$ cat config.mk
export PLATFORM = sky130hd
export DESIGN_NAME = nco_synth_flat
export DESIGN_NICKNAME = d
export VERILOG_FILES = /design/src/rtl/nco_synth_pkg.sv /design/src/rtl/nco_synth_if.sv /design/src/rtl/nco_synth_rom.sv /design/src/rtl/nco_synth.sv /design/src/flat_wrapper.sv
export SDC_FILE = /design/constraint.sdc
export NUM_CORES = 1
export LEC_CHECK = 0
export CAP_MARGIN = 10
export CORE_MARGIN = 1.5
export CORE_UTILIZATION = 45
export CTS_BUF_LIST = sky130_fd_sc_hd__clkbuf_8
export CTS_CLUSTER_SIZE = 25
export DETAILED_ROUTE_END_ITERATION = 6
export PLACE_DENSITY = 0.7
export RECOVER_POWER = 100
export SETUP_SLACK_MARGIN = 0.1
export SLEW_MARGIN = 10
export SYNTH_ARGS = -nofsm -noshare
export SYNTH_HDL_FRONTEND = slang
export SYNTH_HIERARCHICAL = 1
export SYNTH_SLANG_ARGS = --single-unit
$ cat constraint.sdc
create_clock -name clk -period 7.15 [get_ports clk]
set_clock_uncertainty 0.15 [all_clocks]
set_input_delay 1.43 -clock clk [delete_from_list [all_inputs] [get_ports clk]]
set_output_delay 1.43 -clock clk [all_outputs]
set_load 0.03 [all_outputs]
$ cat src/rtl/nco_synth_pkg.sv
// Shared audio constants, FSM encoding and quarter-wave sine table generator.
// Used by the NCO, its sine ROM and the handshake interface.
package nco_synth_pkg;

  localparam int PHASE_W    = 24;
  localparam int LUT_ADDR_W = 8;
  localparam int ROM_DEPTH  = 1 << LUT_ADDR_W;
  localparam int ROM_W      = 9;
  localparam int ROM_MAX    = 511;
  localparam int CODE_W     = 10;
  localparam int MIDSCALE   = 512;
  localparam int VOL_W      = 3;

  localparam logic [CODE_W-1:0] MID_CODE = CODE_W'(MIDSCALE);

  typedef enum logic [1:0] {
    S_ADDR,
    S_ROM,
    S_OUT,
    S_HOLD
  } state_t;

  // round(511*sin(pi/2*(i+0.5)/256)); the half-step offset makes
  // mirrored quadrants meet without a repeated sample.
  function automatic logic [ROM_W-1:0] sine_entry(input int i);
    real x;
    real t;
    real s;
    x = 1.5707963267948966 * (real'(i) + 0.5)
        / real'(ROM_DEPTH);
    t = x;
    s = 0.0;
    for (int k = 1; k <= 10; k++) begin
      s = s + t;
      t = -t * x * x / real'((2 * k) * (2 * k + 1));
    end
    return ROM_W'($rtoi(real'(ROM_MAX) * s + 0.5));
  endfunction

endpackage

$ cat src/rtl/nco_synth_if.sv
// Sample handshake bundle between the NCO (master) and the PWM sampler.
// Carries tone controls in, and valid/code/underrun back out.
interface nco_synth_if;
  import nco_synth_pkg::*;

  logic [PHASE_W-1:0] fcw;
  logic               note_en;
  logic [VOL_W-1:0]   volume;
  logic               synth_ready;
  logic               synth_valid;
  logic [CODE_W-1:0]  scaled_synth_code;
  logic               underrun;

  modport master (
    input  fcw,
    input  note_en,
    input  volume,
    input  synth_ready,
    output synth_valid,
    output scaled_synth_code,
    output underrun
  );

  modport slave (
    output fcw,
    output note_en,
    output volume,
    output synth_ready,
    input  synth_valid,
    input  scaled_synth_code,
    input  underrun
  );

endinterface

$ cat src/rtl/nco_synth_rom.sv
// 256x9 quarter-wave sine ROM, synchronous read, one-cycle latency.
// Ports: clk, addr (table index), data (registered entry).
module sine_quarter_rom
  import nco_synth_pkg::*;
(
  input  logic                  clk,
  input  logic [LUT_ADDR_W-1:0] addr,
  output logic [ROM_W-1:0]      data
);

  logic [ROM_W-1:0] w_rom [ROM_DEPTH];

  // Contents are fixed at elaboration from the package generator.
  for (genvar g = 0; g < ROM_DEPTH; g++) begin : g_rom
    localparam logic [ROM_W-1:0] V = sine_entry(g);
    assign w_rom[g] = V;
  end

  always_ff @(posedge clk) begin
    data <= w_rom[addr];
  end

endmodule

$ cat src/rtl/nco_synth.sv
// Single-voice NCO: phase accumulator, quarter-wave lookup, volume shift.
// Ports: clk, rst (sync, active-high), bus (master side of nco_synth_if).
module nco_synth
  import nco_synth_pkg::*;
(
  input  logic          clk,
  input  logic          rst,
  nco_synth_if.master   bus
);

  state_t                r_state;
  logic [PHASE_W-1:0]    r_phase;
  logic                  r_note;
  logic [VOL_W-1:0]      r_vol;
  logic [LUT_ADDR_W-1:0] r_addr;
  logic                  r_neg;
  logic                  r_valid;
  logic [CODE_W-1:0]     r_code;
  logic                  r_underrun;

  logic [1:0]            w_q;
  logic [LUT_ADDR_W-1:0] w_idx;
  logic [ROM_W-1:0]      w_rom;
  logic [ROM_W-1:0]      w_mag;
  logic [CODE_W-1:0]     w_code;

  assign w_q   = r_phase[PHASE_W-1 -: 2];
  assign w_idx = r_phase[PHASE_W-3 -: LUT_ADDR_W];
  assign w_mag = w_rom >> r_vol;

  sine_quarter_rom u_rom (
    .clk  (clk),
    .addr (r_addr),
    .data (w_rom)
  );

  always_comb begin
    w_code = MID_CODE;
    if (r_note) begin
      w_code = r_neg ? MID_CODE - CODE_W'(w_mag)
                     : MID_CODE + CODE_W'(w_mag);
    end
  end

  always_ff @(posedge clk) begin
    if (rst) begin
      r_state    <= S_ADDR;
      r_phase    <= '0;
      r_note     <= 1'b1;
      r_vol      <= '0;
      r_addr     <= '0;
      r_neg      <= 1'b0;
      r_valid    <= 1'b0;
      r_code     <= MID_CODE;
      r_underrun <= 1'b0;
    end else begin
      if (bus.synth_ready && (r_state != S_HOLD))
        r_underrun <= 1'b1;
      unique case (r_state)
        S_ADDR: begin
          // odd quadrants run the table backwards
          r_addr  <= w_q[0] ? ~w_idx : w_idx;
          r_neg   <= w_q[1];
          r_state <= S_ROM;
        end
        S_ROM: begin
          r_state <= S_OUT;
        end
        S_OUT: begin
          r_code  <= w_code;
          r_valid <= 1'b1;
          r_state <= S_HOLD;
        end
        S_HOLD: begin
          if (bus.synth_ready) begin
            r_valid <= 1'b0;
            r_note  <= bus.note_en;
            r_vol   <= bus.volume;
            r_phase <= bus.note_en ? r_phase + bus.fcw
                                   : '0;
            r_state <= S_ADDR;
          end
        end
      endcase
    end
  end

  assign bus.synth_valid       = r_valid;
  assign bus.scaled_synth_code = r_code;
  assign bus.underrun          = r_underrun;

endmodule
$ cat src/flat_wrapper.sv
// flat-port wrapper written by rule: the top's interface ports become plain ports
module nco_synth_flat import nco_synth_pkg::*;
  (clk, rst, bus_fcw, bus_note_en, bus_volume, bus_synth_ready, bus_synth_valid, bus_scaled_synth_code, bus_underrun);
  nco_synth_if bus_i ();
  input  logic clk;
  input  logic rst;
  input wire logic [$bits(bus_i.fcw)-1:0] bus_fcw;
  input wire logic [$bits(bus_i.note_en)-1:0] bus_note_en;
  input wire logic [$bits(bus_i.volume)-1:0] bus_volume;
  input wire logic [$bits(bus_i.synth_ready)-1:0] bus_synth_ready;
  output wire logic [$bits(bus_i.synth_valid)-1:0] bus_synth_valid;
  output wire logic [$bits(bus_i.scaled_synth_code)-1:0] bus_scaled_synth_code;
  output wire logic [$bits(bus_i.underrun)-1:0] bus_underrun;
  assign bus_i.fcw = bus_fcw;
  assign bus_i.note_en = bus_note_en;
  assign bus_i.volume = bus_volume;
  assign bus_i.synth_ready = bus_synth_ready;
  assign bus_synth_valid = bus_i.synth_valid;
  assign bus_scaled_synth_code = bus_i.scaled_synth_code;
  assign bus_underrun = bus_i.underrun;
  nco_synth u_core (.clk(clk), .rst(rst), .bus(bus_i));
endmodule
==> results_dict.tcl <==
set metrics [dict create \
    cts-buffers-inserted 9 \
    muxShareOfSynthArea_pct 7.26 \
    cp-start-kind "input pin" \
    yosys.area_share.adder_pct 8.76 \
    clock_sinks 60 \
    rows 42 \
    antenna_cells 0 \
    ys_types 86 \
    worstSetupPathType "input pin to flip-flop" \
    r2r-end "u_core/u_rom/data[2]$_DFF_P_" \
    drt_iter0_drc 589 \
    grt_pass1_wl_mm 26.9 \
    clk_pin_slew_worst_paths_ps 60 \
    path_cells "dlygate4sd3_1 > ha_1 > fa_1 > a21o_1 > a21oi_1 > o21ai_0 > nand3_1 > a41o_1 > a21oi_1 > or3_1 > a32o_1" \
    critPathTopFamily "compound AO/OA/AOI/OAI gates" \
    final_util_pct 49.6 \
    synth_top_area_share_pct 19.7 \
    crit_fanout 3 \
    slowest_delay_ps 550 \
    yosysSeqAreaShare_pct 19.7 \
    syn2layout_area_growth_pct 8.00 \
    ys_async_sr_fraction_pct 0 \
    core_region_area_sq_um 13200 \
    placed_area_sq_um 6400 \
    slowest_stage "dlygate4sd3_1" \
    grt.total_usage_pct 22.9 \
    p_leak_nw 2.47 \
    max-cap-violations 0 \
    synth_cells 783 \
    hold_path_depth 2 \
    status "completed" \
    crit_path_end_kind "flip-flop" \
    hold_slack_ps 312 \
    final_max_slew_viol_count 0 \
    final_cell_area_sq_um 6570 \
    syn_area_sq_um 6080 \
    drive_above_1_share_pct 6.91 \
    fill_cells 1293 \
    synthTopCellsByArea "dfxtp_1, ha_1, a21oi_1" \
    slew_headroom_pct 23.5 \
    vias 5983 \
    dp.final_hpwl_mm 11.3 \
    nets 850 \
    p_per_area_nw_per_um2 376 \
    yosysMostFrequentCell "a21oi_1" \
    rsz0062_at_grt "false" \
    cp.required_ps 7230 \
    yosys_register_bits 60 \
    synth-compound-area-share_pct 32.0 \
    ys_warn_count 6 \
    cts_setup_buffers 0 \
    start_util_pct 45.9 \
    synthSimpleGateAreaFrac_pct 19.3 \
    min_from "u_core/r_phase[6]$_SDFFE_PP0P_" \
    via_per_inst 6.25 \
    firstDrtPassIters 5 \
    reg2regPathDepth 8 \
    synth_area_per_cell_sq_um 7.77 \
    die_w_microns 119 \
    cts_buffer_depth 2 \
    yosys.area.top_type "dfxtp_1" \
    gp_congestion 0.903 \
    grt_overflow 0 \
    die_y_microns 119 \
    hold_buffers 0 \
    setup_viol 0 \
    synth-main-ff-cell "dfxtp_1" \
    htreeDepth 3 \
    cts-root-buf "clkbuf_8" \
    clock.fmax_ghz 0.242 \
    multi_input_area_sq_um 4410 \
    grt_max_degree 91 \
    crit_buf_inv 1 \
    insertion_delay_ps 340 \
    tightestPinTransition_ps 1150 \
    synth-edff-count 0 \
    worstPathArrival_ps 4210 \
    seqCellArea_sq_um 1200 \
    fin_crit_ps 4130 \
    crit_path_start "bus_fcw[0]" \
    io_pins 43 \
    synth_xor_area_share_pct 5.31 \
    setup-tns-final_ps 0 \
    rr_startpoint "u_core/r_addr[2]$_SDFFE_PP0N_" \
    timing.final.crit_share_pct 57.8 \
    grt_pass1_vias 5556 \
    wire_per_inst_microns 17.0 \
    synth_top_family_by_area "compound AO/OA/AOI/OAI gates" \
    r2r_slack_ps 3760 \
    drt-total-wl_mm 16.3 \
    cts_tree "done" \
    synth_common_cells "a21oi_1, o21ai_0, dfxtp_1, nand2_1, nor2_1" \
    crit_top_cell "a21oi_1" \
    drc_errors 0 \
    ant_nets 0 \
    fp.dieArea_sq_um 14200 \
    vdd_ir_drop_max_uv 170 \
    hold_end "u_core/r_phase[6]$_SDFFE_PP0P_" \
    numPortBuffers 42 \
    hold_violations 0 \
    hold_path_class "flip-flop to flip-flop" \
    antenna_found_initial 0 \
    synth_nets 856 \
    cts_resized 0 \
]
-- cell usage in the layout (no fill, tap or decap), drive strengths merged, types with 16 or more instances in the layout --
master | Yosys | layout
a21oi | 64 | 64
xnor2 | 22 | 22
ha | 41 | 41
clkdlybuf4s50 | 0 | 27
inv | 23 | 23
mux2i | 25 | 25
a31oi | 16 | 16
a211oi | 19 | 19
dfxtp | 60 | 60
nand2 | 61 | 61
nand2b | 16 | 16
nand3 | 19 | 19
nor2 | 55 | 55
nor2b | 21 | 21
o21ai | 69 | 69
-- registers in the layout, indices dropped and copies added (netlist names) --
register and cells:
u_core/bus.scaled_synth_code 10, u_core/r_vol 3, u_core/r_phase 24, u_core/bus.synth_valid 1, u_core/u_rom/data 9, u_core/r_addr 8, u_core/r_state 2, u_core/r_note 1
u_core/bus.underrun 1, u_core/r_neg 1
-- cell type report --
type | instances | share of cell area [%]
clock buffer | 11 | 2.30
clock inverter | 4 | 0.381
inverter | 25 | 1.43
multi-input combinational | 633 | 67.2
sequential | 60 | 18.3
tap | 176 | 3.35
timing repair buffer | 48 | 7.03
-- power breakdown --
group / leakage [nW] / switching (W) / internal [W] / total (W)
clock: 0.0872 / 0.000130 / 0.000141 / 0.000272
combinational: 1.90 / 0.00101 / 0.000661 / 0.00168
sequential: 0.490 / 0.000112 / 0.000409 / 0.000522
-- routing by layer --
metal / routed length (microns) / up-vias / GRT usage (%)
li1: - / 2896 / -
met1: 7510 / 2820 / 31.0
met2: 7440 / 234 / 36.7
met3: 962 / 33 / 3.98
met4: 343 / 0 / 7.68
met5: 0 / - / 0
-- worst register-to-register path, delay by kind of cell, from the launching register on --
kind / cells / cell delay [ps]
buf+inv: 2 / 1200
fa+ha+maj: 1 / 490
flops: 1 / 310
simple gates: 1 / 140
compound gates: 4 / 960
-- logic make-up (layout without fill, tap and decap cells) --
logic type	after synthesis	in the layout
and+or+nand+nor	231	231
xor gates and xnor gates	36	36
adders and majority gates	42	42
buffers and inverters	90	88
AOI/OAI and AO/OA	288	288
muxes	36	36
DFF	60	60
-- how the worst max path moves through the flow --
stage	to	slack, ps	cells past startpoint
floorplan	u_core/r_phase[20]$_SDFFE_PP0P_	3450	10
global placement	u_core/r_phase[20]$_SDFFE_PP0P_	2890	11
detailed placement	u_core/r_phase[20]$_SDFFE_PP0P_	2820	11
CTS	u_core/r_phase[20]$_SDFFE_PP0P_	3180	11
global route	u_core/r_phase[20]$_SDFFE_PP0P_	2870	11
finish	u_core/r_phase[20]$_SDFFE_PP0P_	3020	11
-- through the flow --
| step | setup WS, ps | power, W | cells |
|---|---|---|---|
| finish | 3020 | 0.00247 | 957 |
| global route | 2870 | 0.00265 | 957 |
| CTS | 3180 | 0.00245 | 957 |
| detailed placement | 2820 | 0.00216 | 942 |
| global placement | 2890 | 0.00214 | 942 |
| floorplan | 3450 | 0.00182 | 783 |
No activity file was read; power rests on OpenSTA's default activity.
